File: config.mk
export PLATFORM = sky130hd
export DESIGN_NAME = regfile_port_ctrl
export DESIGN_NICKNAME = d
export VERILOG_FILES = /design/src/rtl/regfile_port_ctrl_pkg.sv /design/src/rtl/regfile_port_ctrl.sv
export SDC_FILE = /design/constraint.sdc
export NUM_CORES = 1
export LEC_CHECK = 0
export ABC_AREA = 1
export CORE_MARGIN = 2
export CORE_UTILIZATION = 23
export CTS_CLUSTER_SIZE = 8
export DETAILED_ROUTE_END_ITERATION = 7
export PLACE_DENSITY = 0.91
export SYNTH_ARGS = -nofsm -noshare
export SYNTH_HDL_FRONTEND = slang
export SYNTH_SLANG_ARGS = --single-unit
File: constraint.sdc
create_clock -name clk -period 1.85 [get_ports clk]
set_input_delay 0.2775 -clock clk [delete_from_list [all_inputs] [get_ports clk]]
set_output_delay 0.2775 -clock clk [all_outputs]
set_load 0.05 [all_outputs]
File: src/rtl/regfile_port_ctrl_pkg.sv
`default_nettype none
// ============================================================================
// Module  : regfile_port_ctrl_pkg
// Purpose : Shared types and constants for the register-file port controller:
//           the sequencer state encoding, the default geometry of the integer
//           register file and the index of the hard-wired zero register.
// Ports   : none (package)
// Revision: 1.0 - initial release
// ============================================================================
package regfile_port_ctrl_pkg;

    // Default geometry of the architectural register file.
    localparam int NREGS_DEFAULT = 32;
    localparam int XLEN_DEFAULT  = 32;

    // x0 always reads as zero; the controller never lets a non-zero value
    // reach it through the write port.
    localparam logic [4:0] X0_IDX = 5'd0;

    // Sequencer states.
    //   ST_CLEAR    : post-reset walk writing zero to every register
    //   ST_RUN      : normal operation, writeback owns the write port
    //   ST_DBG_READ : debug read has borrowed read port 1, decode stalled
    //   ST_DBG_ACK  : debug completion cycle
    typedef enum logic [1:0] {
        ST_CLEAR    = 2'd0,
        ST_RUN      = 2'd1,
        ST_DBG_READ = 2'd2,
        ST_DBG_ACK  = 2'd3
    } state_e;

endpackage : regfile_port_ctrl_pkg
`default_nettype wire

File: src/rtl/regfile_port_ctrl.sv
`default_nettype none
// ============================================================================
// Module  : regfile_port_ctrl
// Purpose : Sequencer/arbiter for the integer register file's write port and
//           read port 1. After reset it writes zero to every register, then
//           gives the write port to pipeline writeback and slots debug
//           reads/writes into the gaps. The register file writes every clock,
//           so an idle write port is driven as the harmless write x0 <- 0.
//
// Configuration:
//   REGFILE_DEBUG_PORT_EN  defined   : debug requester is serviced
//                          undefined : dbg_* inputs ignored, dbg_ack/dbg_rdata
//                                      tied to zero, stall only during clear
//
// Ports:
//   clk, rst_n          clock (rising edge), synchronous active-low reset
//   wb_valid/_rd_*      writeback request (address, data)
//   dec_rs1_address     decode's read-port-1 address
//   rf_rs1_address/data register file read port 1
//   rf_rd_address/data  register file write port (written every cycle)
//   stall               freeze decode and upstream
//   init_done           clear sequence finished (registered)
//   dbg_req/we/addr/    debug request, held until dbg_ack
//   dbg_wdata
//   dbg_ack             one-cycle completion pulse (registered)
//   dbg_rdata           read result, valid with dbg_ack, held until next ack
// Revision: 1.0 - initial release
// ============================================================================
module regfile_port_ctrl
    import regfile_port_ctrl_pkg::*;
#(
    parameter int NREGS = NREGS_DEFAULT,
    parameter int XLEN  = XLEN_DEFAULT
) (
    input  logic                     clk,
    input  logic                     rst_n,
    input  logic                     wb_valid,
    input  logic [$clog2(NREGS)-1:0] wb_rd_address,
    input  logic [XLEN-1:0]          wb_rd_data,
    input  logic [$clog2(NREGS)-1:0] dec_rs1_address,
    output logic [$clog2(NREGS)-1:0] rf_rs1_address,
    input  logic [XLEN-1:0]          rf_rs1_data,
    output logic [$clog2(NREGS)-1:0] rf_rd_address,
    output logic [XLEN-1:0]          rf_rd_data,
    output logic                     stall,
    output logic                     init_done,
    input  logic                     dbg_req,
    input  logic                     dbg_we,
    input  logic [$clog2(NREGS)-1:0] dbg_addr,
    input  logic [XLEN-1:0]          dbg_wdata,
    output logic                     dbg_ack,
    output logic [XLEN-1:0]          dbg_rdata
);

    localparam int            AW       = $clog2(NREGS);
    localparam logic [AW-1:0] ZERO_IDX = AW'(X0_IDX);
    localparam logic [AW-1:0] LAST_IDX = AW'(NREGS - 1);

    state_e          state_q, state_d;
    logic [AW-1:0]   cnt_q, cnt_d;
    logic            init_done_q, init_done_d;
    logic [AW-1:0]   wr_addr;
    logic [XLEN-1:0] wr_data;

`ifdef REGFILE_DEBUG_PORT_EN
    logic            dbg_ack_q, dbg_ack_d;
    logic [XLEN-1:0] dbg_rdata_q, dbg_rdata_d;
`endif

    // ------------------------------------------------------------------
    // State and counter registers
    // ------------------------------------------------------------------
    always_ff @(posedge clk) begin
        if (!rst_n) begin
            state_q     <= ST_CLEAR;
            cnt_q       <= '0;
            init_done_q <= 1'b0;
        end else begin
            state_q     <= state_d;
            cnt_q       <= cnt_d;
            init_done_q <= init_done_d;
        end
    end

`ifdef REGFILE_DEBUG_PORT_EN
    always_ff @(posedge clk) begin
        if (!rst_n) begin
            dbg_ack_q   <= 1'b0;
            dbg_rdata_q <= '0;
        end else begin
            dbg_ack_q   <= dbg_ack_d;
            dbg_rdata_q <= dbg_rdata_d;
        end
    end
`endif

    // ------------------------------------------------------------------
    // Next-state and port muxes
    // ------------------------------------------------------------------
    always_comb begin
        state_d        = state_q;
        cnt_d          = cnt_q;
        init_done_d    = init_done_q;
        wr_addr        = ZERO_IDX;
        wr_data        = '0;
        rf_rs1_address = dec_rs1_address;
        stall          = 1'b0;
`ifdef REGFILE_DEBUG_PORT_EN
        dbg_rdata_d    = dbg_rdata_q;
`endif

        case (state_q)
            ST_CLEAR: begin
                wr_addr = cnt_q;
                stall   = 1'b1;
                cnt_d   = cnt_q + AW'(1);
                if (cnt_q == LAST_IDX) begin
                    state_d     = ST_RUN;
                    init_done_d = 1'b1;
                end
            end

            ST_RUN: begin
                if (wb_valid) begin
                    wr_addr = wb_rd_address;
                    wr_data = wb_rd_data;
                end
`ifdef REGFILE_DEBUG_PORT_EN
                // A debug write only gets the port when writeback is idle;
                // otherwise it simply waits here and retries next cycle.
                else if (dbg_req && dbg_we) begin
                    wr_addr = dbg_addr;
                    wr_data = dbg_wdata;
                    state_d = ST_DBG_ACK;
                end
                // Reads use read port 1, so they never contend with writeback.
                if (dbg_req && !dbg_we) begin
                    state_d = ST_DBG_READ;
                end
`endif
            end

`ifdef REGFILE_DEBUG_PORT_EN
            ST_DBG_READ: begin
                if (wb_valid) begin
                    wr_addr = wb_rd_address;
                    wr_data = wb_rd_data;
                end
                rf_rs1_address = dbg_addr;
                stall          = 1'b1;
                // The register file only shows this cycle's writeback next
                // cycle, so forward it to keep the debug read coherent.
                if (dbg_addr == ZERO_IDX) begin
                    dbg_rdata_d = '0;
                end else if (wb_valid && (wb_rd_address == dbg_addr)) begin
                    dbg_rdata_d = wb_rd_data;
                end else begin
                    dbg_rdata_d = rf_rs1_data;
                end
                state_d = ST_DBG_ACK;
            end

            ST_DBG_ACK: begin
                if (wb_valid) begin
                    wr_addr = wb_rd_address;
                    wr_data = wb_rd_data;
                end
                state_d = ST_RUN;
            end
`endif

            default: begin
                state_d = ST_CLEAR;
            end
        endcase

`ifdef REGFILE_DEBUG_PORT_EN
        dbg_ack_d = (state_d == ST_DBG_ACK);
`endif
    end

    // x0 is hard-wired to zero: whatever source targets it, write zero.
    assign rf_rd_address = wr_addr;
    assign rf_rd_data    = (wr_addr == ZERO_IDX) ? '0 : wr_data;
    assign init_done     = init_done_q;

`ifdef REGFILE_DEBUG_PORT_EN
    assign dbg_ack   = dbg_ack_q;
    assign dbg_rdata = dbg_rdata_q;
`else
    logic unused_dbg;
    assign unused_dbg = ^{dbg_req, dbg_we, dbg_addr, dbg_wdata, rf_rs1_data};
    assign dbg_ack    = 1'b0;
    assign dbg_rdata  = '0;
`endif

endmodule : regfile_port_ctrl
`default_nettype wire

==> metrics.md, run 1 <==
| Metric | Value |
|---|---|
| Worst endpoint data arrival time | around 1.7 ns |
| Clock slew at the register clock pins of the worst setup and hold paths | 0.04 ns |
| Buffer cell driving the clock tree root | sky130_fd_sc_hd__clkbuf_8 |
| Starting density of the core | 24.19% |
| Highest routed layer | met4 |
| Number of H-tree levels | 1 |
| Worst max-slew margin expressed relative to the limit | 66.37% |
| Critical Path Start Type | flop |
| Clock latency reported for the late side of the worst-skew pair | 0.23 ns |
| Number of synthesis warnings | 0 |
| Least setup slack across all paths after layout | -0.1348 ns |
| Failing checks | setup timing |
| Core area | 5172 um2 |
| First-pass GRT wire length | 6.230 mm |
| Fill cell total of the finished layout | between 400 and 500 |
| Metal-1 WL | 1.533 mm |
| WL/cell | 10.88 um |
| Total global routing overflow | 0 |
| Total clock buffers created by CTS | 3 |
| Setup repair after global routing missed its margin | yes |
| Count of different cell masters after synthesis | 20 |
| Worst min path class | flop to flop |
| Hold_ws | about 0.46 ns |
| Power per unit of standard cell area | 321.1 nW/um2 |
| FF+latch area | 143.9 um2 |
| Synthesis-stage register bit count | 7 |
| Syn avg cell area | between 5 and 6 um2 |
| Yosys top cell area share | 22.80% |
| Clock Skew | 0.0006144 ns |
| Top post-synthesis cells by area | sky130_fd_sc_hd__buf_4 23%, sky130_fd_sc_hd__inv_1 21%, sky130_fd_sc_hd__nor2_1 11% |
| Worst-Margin Slew | around 0.5 ns |
| Worst setup path class | flop to primary output |
| Maximum clock frequency | 503.8 MHz |
| # placed instances | around 370 |
| Leak | 1.369 nW |
| Count of flip-flops with a built-in enable after synthesis | 0 |
| Die Outline Area | 6046 um2 |
| DR DRC count | 0 |
| Ys async rst share | 0% |
| Cell count after synthesis | 229 |
| Drt first-iter violations | 24 |
| Post-DRT Antenna Nets | 0 |
| I/O pin cnt | 193 |
| Setup slack after placement | -0.2561 ns |
| Fraction of final layout cells with drive strength greater than 1 | around 44% |
| Proportion of synthesized chip area in sequential cells | 11.20% |
| # diodes | 0 |
| Post-layout nets | between 400 and 500 |
| Most used flip-flop cell after synthesis | sky130_fd_sc_hd__dfxtp_1 |
| Number of rows in the core area | 26 |
| Maximum fanout along the worst path | 8 |
| Total number of vias | 1430 |
| Most used cell, CP | sky130_fd_sc_hd__nand2_2 |
| Vias in the first global route | 1360 |
| Time the worst path needs with I/O delays and setup | 1.985 ns |
| Number of logic stages on the critical path including buffering | 9 |
| Pin count of the biggest net entering global routing | 33 |
| Combined area of the multi-input logic cells | between 800 and 900 um2 |
| Clock tree buffer depth | 2 |
| Post-synthesis cell area | 1251 um2 |
| Quantity of hold-fixing buffers added after cts | 0 |
| Count of input and output buffers | 78 |
| Final Hold Violating Endpoints | 0 |
| Critical path buffers and inverters | 4 |
| Fin. max-slew vios | 0 |
| Top-count cell post-synth | sky130_fd_sc_hd__inv_1 |
| Sink Count | 7 |
| Result of the run | finished with violations |
| Floorplan die height | 77.76 um |
| DIE WIDTH | 77.76 um |
| Count of placed standard cells in the final layout, fillers left out | between 300 and 400 |
| Count of max-cap constraint violations | 0 |
| Area added between synthesis and finish | 125.1% |
| Cell-by-cell trace of the critical path | buf_6 > nand3_2 > nand2_2 > nor2_4 > nand3_4 > buf_16 > nand2_2 > clkinvlp_4 > buf_12 |
| Placer congestion estimate | 0.7258 |
| Detail Placement HPWL | 2.906 mm |
| Largest delay contributor family on the critical path | buffers and inverters |
| Via-to-Cell Ratio | roughly 3.7 |
| Maximum vdd drop | about 0.38 mV |
| DRT Wirelength | about 4.2 mm |
| Number of setup violations in the final report | 32 |
| First-pass detailed-route iteration total | 4 |
| Maximum cell stage delay along the critical path | 0.36 ns |
| Detailed-routed wire length on met3 | 299 um |
| Initial antenna violation count | 0 |
| Overall fraction of global-route tracks in use | 12.90% |
| Hold-critical path depth | 2 |
| Required time at the worst-slack endpoint | roughly 1.6 ns |
| Worst Reg-to-Reg Cells | 6 |
| Routed wl met2 | 2.282 mm |
| Critical Path Sink Type | primary output |
| Period utilization | 107.3% |
| Commonest cells in the synthesized netlist | 69 x sky130_fd_sc_hd__inv_1, 38 x sky130_fd_sc_hd__buf_4, 38 x sky130_fd_sc_hd__nor2_1 |
| Clock tree from TritonCTS | built |
| Cell with the largest stage delay on the worst path | sky130_fd_sc_hd__dfxtp_4 |
| Post-synthesis cell type with the largest combined area | sky130_fd_sc_hd__buf_4 |
==> where the power goes <==
| group | total (W) | switching, W | internal (W) |
|---|---|---|---|
| Clock | 0.000220 | 0.0000709 | 0.000149 |
| Sequential | 0.000163 | 0.00000705 | 0.000156 |
| Combinational | 0.000521 | 0.000320 | 0.000201 |
| Total | 0.000904 | 0.000398 | 0.000507 |
==> final timing paths <==
| kind | from | to | slack, ns |
|---|---|---|---|
| hold / removal | init_done | init_done | 0.46 |
| setup reg to reg | cnt_q[1] | cnt_q[4] | 0.32 |
| hold reg to reg | init_done | init_done | 0.46 |
| setup / recovery | state_q[0] | rf_rd_data[23] | -0.13 |
==> layout by cell type (no fill, tap or decap) <==
master,instances
sky130_fd_sc_hd__ha_1,2
sky130_fd_sc_hd__nor2_1,38
sky130_fd_sc_hd__clkbuf_1,1
sky130_fd_sc_hd__conb_1,33
sky130_fd_sc_hd__nand3_4,2
sky130_fd_sc_hd__buf_16,2
sky130_fd_sc_hd__dfxtp_4,1
sky130_fd_sc_hd__nand2_1,6
sky130_fd_sc_hd__buf_12,38
sky130_fd_sc_hd__inv_4,1
sky130_fd_sc_hd__clkbuf_16,1
sky130_fd_sc_hd__nand4_1,1
sky130_fd_sc_hd__o21ai_4,1
sky130_fd_sc_hd__nor3_1,3
sky130_fd_sc_hd__dlymetal6s2s_1,1
sky130_fd_sc_hd__inv_2,6
sky130_fd_sc_hd__clkbuf_8,3
sky130_fd_sc_hd__buf_4,11
sky130_fd_sc_hd__nor2_4,2
sky130_fd_sc_hd__clkdlybuf4s50_1,37
sky130_fd_sc_hd__o21ai_0,3
sky130_fd_sc_hd__clkinvlp_4,28
sky130_fd_sc_hd__inv_1,37
sky130_fd_sc_hd__nand3_2,3
sky130_fd_sc_hd__dlygate4sd2_1,2
sky130_fd_sc_hd__buf_6,1
sky130_fd_sc_hd__nand2_4,23
sky130_fd_sc_hd__dfxtp_1,6
sky130_fd_sc_hd__nand2_2,15
sky130_fd_sc_hd__a21oi_1,4
==> cell type report <==
class / count / area share [%]
Clock buffer: 4 / 1.599
Tap cell: 70 / 3.110
Timing Repair Buffer: 93 / 47.40
Multi-Input combinational cell: 136 / 29.36
Inverter: 72 / 13.42
Sequential cell: 7 / 5.109
==> repair_timing <==
| action | 4_1_cts | 5_1_grt |
|---|---|---|
| gates resized for setup | 41 | 20 |
| cloned | 2 | 1 |
| setup buffers | 3 | 0 |
| pin swaps | 0 | 3 |
| setup endpoints to repair | 32 | 32 |
==> routing by layer <==
layer | vias to the layer above | global-route usage, %
met1 | 624 | 14.01
li1 | 728 | -
met4 | 0 | 3.036
met3 | 6 | 2.558
met2 | 72 | 25.17
met5 | - | 0
==> state kept, by name, indices dropped and copies added (netlist names) <==
name,count
state_q,1
cnt_q,5
init_done,1
==> per-stage QoR <==
stage / utilization (%) / area, um2 / TNS (ns) / total power, W
6_report: 54.45 / 2816 / -3.615 / 0.0009043
5_1_grt: 54.45 / 2816 / -5.922 / 0.0009442
4_1_cts: 52.27 / 2704 / -2.647 / 0.0008666
3_5_place_dp: 47.68 / 2466 / -6.945 / 0.0005587
3_3_place_gp: 47.68 / 2466 / -6.189 / 0.0005545
2_1_floorplan: - / 1503 / 0 / 0.0005112
==> tightest hold or removal path, delay by kind of cell, from the launching register on <==
| family | cells | cell delay, ns |
|---|---|---|
| AOI/OAI and AO/OA | 1 | 0.06 |
| buffers and inverters | 1 | 0.05 |
| DFF | 1 | 0.31 |
==> kinds of logic after synthesis <==
logic type	after synthesis	synth area share (%)
compound gates	8	3.199
fa+ha+maj	2	2.000
buf+inv	118	50.00
flops	7	11.20
other cells	1	0.2997
simple gates	93	33.30
(Power assumes the default switching activity.)
==> run 2: changes to the inputs <==
- ABC_CLOCK_PERIOD_IN_PS: not set -> 1850
- CTS_BUF_LIST: not set -> sky130_fd_sc_hd__clkbuf_16
- REMOVE_ABC_BUFFERS: not set -> 1
==> metrics.md, run 2 (synthesis results as in run 1) <==
| Metric | Value |
|---|---|
| Clock tree buffer depth | 2 |
| Fraction of final layout cells with drive strength greater than 1 | a little under two fifths |
| Time the worst path needs with I/O delays and setup | 1.872 ns |
| Maximum vdd drop | about 0.45 mV |
| Area added between synthesis and finish | 106.1% |
| WL/cell | roughly 10 um |
| Core area | 5172 um2 |
| Flop-to-flop setup slack | 0.43 ns |
| Utilization of the core after routing | 49.85% |
| Overall fraction of global-route tracks in use | 12.35% |
| Detail Placement HPWL | 3.067 mm |
| Worst max-slew margin expressed relative to the limit | around 67% |
| Via-to-Cell Ratio | 3.716 |
| Drt first-iter violations | 19 |
| Maximum clock frequency | 534.1 MHz |
| Least setup slack across all paths after layout | -0.02214 ns |
| Critical Path Sink Type | primary output |
| Flip-flop count of the largest register after layout | 5 |
| First-pass GRT wire length | 6.120 mm |
| Fill cell total of the finished layout | 504 |
| Required time at the worst-slack endpoint | 1.57 ns |
| Result of the run | finished with violations |
| Number of rows in the core area | 26 |
| Reg-to-Reg Start | cnt_q[0] |
| Number of H-tree levels | 1 |
| Maximum fanout along the worst path | 6 |
| Critical Path Start Type | flop |
| Pin count of the biggest net entering global routing | 33 |
| Worst setup path class | flop to primary output |
| Count of input and output buffers | 78 |
| Critical path startpoint | state_q[0] |
| DRT Wirelength | slightly below 4 mm |
| Leak | 1.444 nW |
| Total number of vias | roughly 1400 |
| Period utilization | 101.2% |
| Starting density of the core | roughly 24% |
| DIE WIDTH | around 80 um |
| Clock latency reported for the late side of the worst-skew pair | 0.24 ns |
| Met1 Use GR | approximately 13% |
| Worst-Margin Slew | between 0.4 and 0.5 ns |
| Vias in the first global route | 1335 |
| Top reg by flops | cnt_q |
| Endpoint of the lowest-slack register-to-register path | cnt_q[4] |
| I/O pin cnt | slightly below 200 |
| Count of max-cap constraint violations | 0 |
| Count of placed standard cells in the final layout, fillers left out | 384 |
| Sink Count | 7 |
| Most frequent cells in the layout | 49 x sky130_fd_sc_hd__inv_1, 39 x sky130_fd_sc_hd__buf_12, 38 x sky130_fd_sc_hd__nor2_1, 37 x sky130_fd_sc_hd__clkdlybuf4s50_1, 33 x sky130_fd_sc_hd__conb_1 |
| Most frequent standard cell in the layout excluding fill and tap cells | sky130_fd_sc_hd__inv_1 |
| Buffer cell driving the clock tree root | sky130_fd_sc_hd__clkbuf_16 |
| Number of logic stages on the critical path including buffering | 9 |
| Failing checks | setup timing |
| # diodes | 0 |
| Die Outline Area | 6046 um2 |
| Initial antenna violation count | 0 |
| Maximum cell stage delay along the critical path | 0.35 ns |
| Critical path buffers and inverters | 7 |
| Setup repair after global routing missed its margin | yes |
| Clock tree from TritonCTS | built |
| Placer congestion estimate | 0.7732 |
| Clock Skew | 0.003279 ns |
| Final Hold Violating Endpoints | 0 |
| Met2 track utilization from global routing | 24.22% |
| Fin. max-slew vios | 0 |
| Total global routing overflow | 0 |
| Cell with the largest stage delay on the worst path | sky130_fd_sc_hd__dfxtp_4 |
| GRT Max-Usage Layer | met2 |
| Clock slew at the register clock pins of the worst setup and hold paths | about 0.040 ns |
| Quantity of hold-fixing buffers added after cts | 0 |
| DR DRC count | 0 |
| Power per unit of standard cell area | between 300 and 400 nW/um2 |
| Worst Reg-to-Reg Cells | 6 |
| # placed instances | 372 |
| Cell-by-cell trace of the critical path | buf_6 > nand3_2 > nand2_2 > buf_4 > buf_4 > buf_4 > buf_4 > buf_6 > buf_12 |
| Total clock buffers created by CTS | 3 |
| Post-DRT Antenna Nets | 0 |
| Floorplan die height | 77.76 um |
| Last element of the critical path | rf_rd_address[2] |
| Most used cell, CP | sky130_fd_sc_hd__buf_4 |
| Worst endpoint data arrival time | 1.59 ns |
| Number of setup violations in the final report | 1 |
| Largest delay contributor family on the critical path | buffers and inverters |
| Worst min path class | flop to flop |
| Post-layout nets | between 400 and 500 |
| First-pass detailed-route iteration total | 6 |
| Met3 track demand over resource in global routing | 3.372% |
## run 2: cell types whose count changed in the layout (fill, tap and decap cells not counted), moves of 2 or more
| cell | before | now |
|---|---|---|
| sky130_fd_sc_hd__clkinvlp_4 | 28 | 0 |
| sky130_fd_sc_hd__nand2_4 | 23 | 0 |
| sky130_fd_sc_hd__inv_2 | 6 | 22 |
| sky130_fd_sc_hd__inv_1 | 37 | 49 |
| sky130_fd_sc_hd__nand2_2 | 15 | 27 |
| sky130_fd_sc_hd__nand2_1 | 6 | 17 |
| sky130_fd_sc_hd__clkbuf_8 | 3 | 0 |
| sky130_fd_sc_hd__buf_4 | 11 | 13 |
| sky130_fd_sc_hd__clkbuf_16 | 1 | 3 |
## run 2: worst min path at each step
stage,cells after the start,from,slack [ns],endpoint
4_1_cts,2,init_done,0.48,init_done
6_report,2,init_done,0.48,init_done
2_1_floorplan,2,rst_n,0.40,cnt_q[0]
3_3_place_gp,2,init_done,0.45,init_done
5_1_grt,2,init_done,0.51,init_done
3_5_place_dp,2,init_done,0.46,init_done
## run 2: what timing repair did
action,in CTS,in global routing
setup buffers,7,0
gates cloned,1,0
endpoints found under the setup margin,32,33
hold endpoints to repair,0,0
pin swaps,2,0
gates resized for setup,32,15
## run 2: where the power goes
part	internal [W]	leakage [nW]	switching, W	total [W]
logic	0.000178	1.34	0.000275	0.000453
registers	0.000156	0.0578	0.00000649	0.000163
clock network	0.000285	0.0409	0.0000951	0.000380
total	0.000619	1.44	0.000377	0.000995
## run 2: final cells by class
type	instances	area, um2	area share [%]
clock buffers	3	75.07	2.911
clock inverters	1	5.005	0.1941
repair buffers	95	1325	51.38
well taps	70	87.58	3.396
inverters	72	272.8	10.58
multi-input cells	136	669.4	25.96
flip-flops and latches	7	143.9	5.580
## run 2: worst min-delay path, stage by stage (launching register included)
cell	delay [ns]
sky130_fd_sc_hd__dfxtp_1	0.31
sky130_fd_sc_hd__inv_1	0.05
sky130_fd_sc_hd__a21oi_1	0.06
## run 2: per-layer routing
layer,vias to the layer above,routed length [um]
met5,-,0
met1,619,1357
met3,3,390
li1,730,-
met4,0,37
met2,75,2060
## run 2: metrics by stage
| step | hold WS, ns | power [W] | area, um2 | setup slack, ns | TNS (ns) |
|---|---|---|---|---|---|
| CTS | 0.4772 | 0.0009954 | 2556 | -0.0007376 | -0.0007376 |
| detailed placement | 0.4645 | 0.0005723 | 2347 | -0.1793 | -4.655 |
| finish | 0.4761 | 0.0009952 | 2579 | -0.02214 | -0.02214 |
| floorplan | 0.3983 | 0.0003993 | 1018 | -0.9570 | -30.22 |
| global route | 0.5110 | 0.001037 | 2579 | -0.07421 | -1.470 |
| global placement | 0.4493 | 0.0005653 | 2347 | -0.1598 | -4.396 |
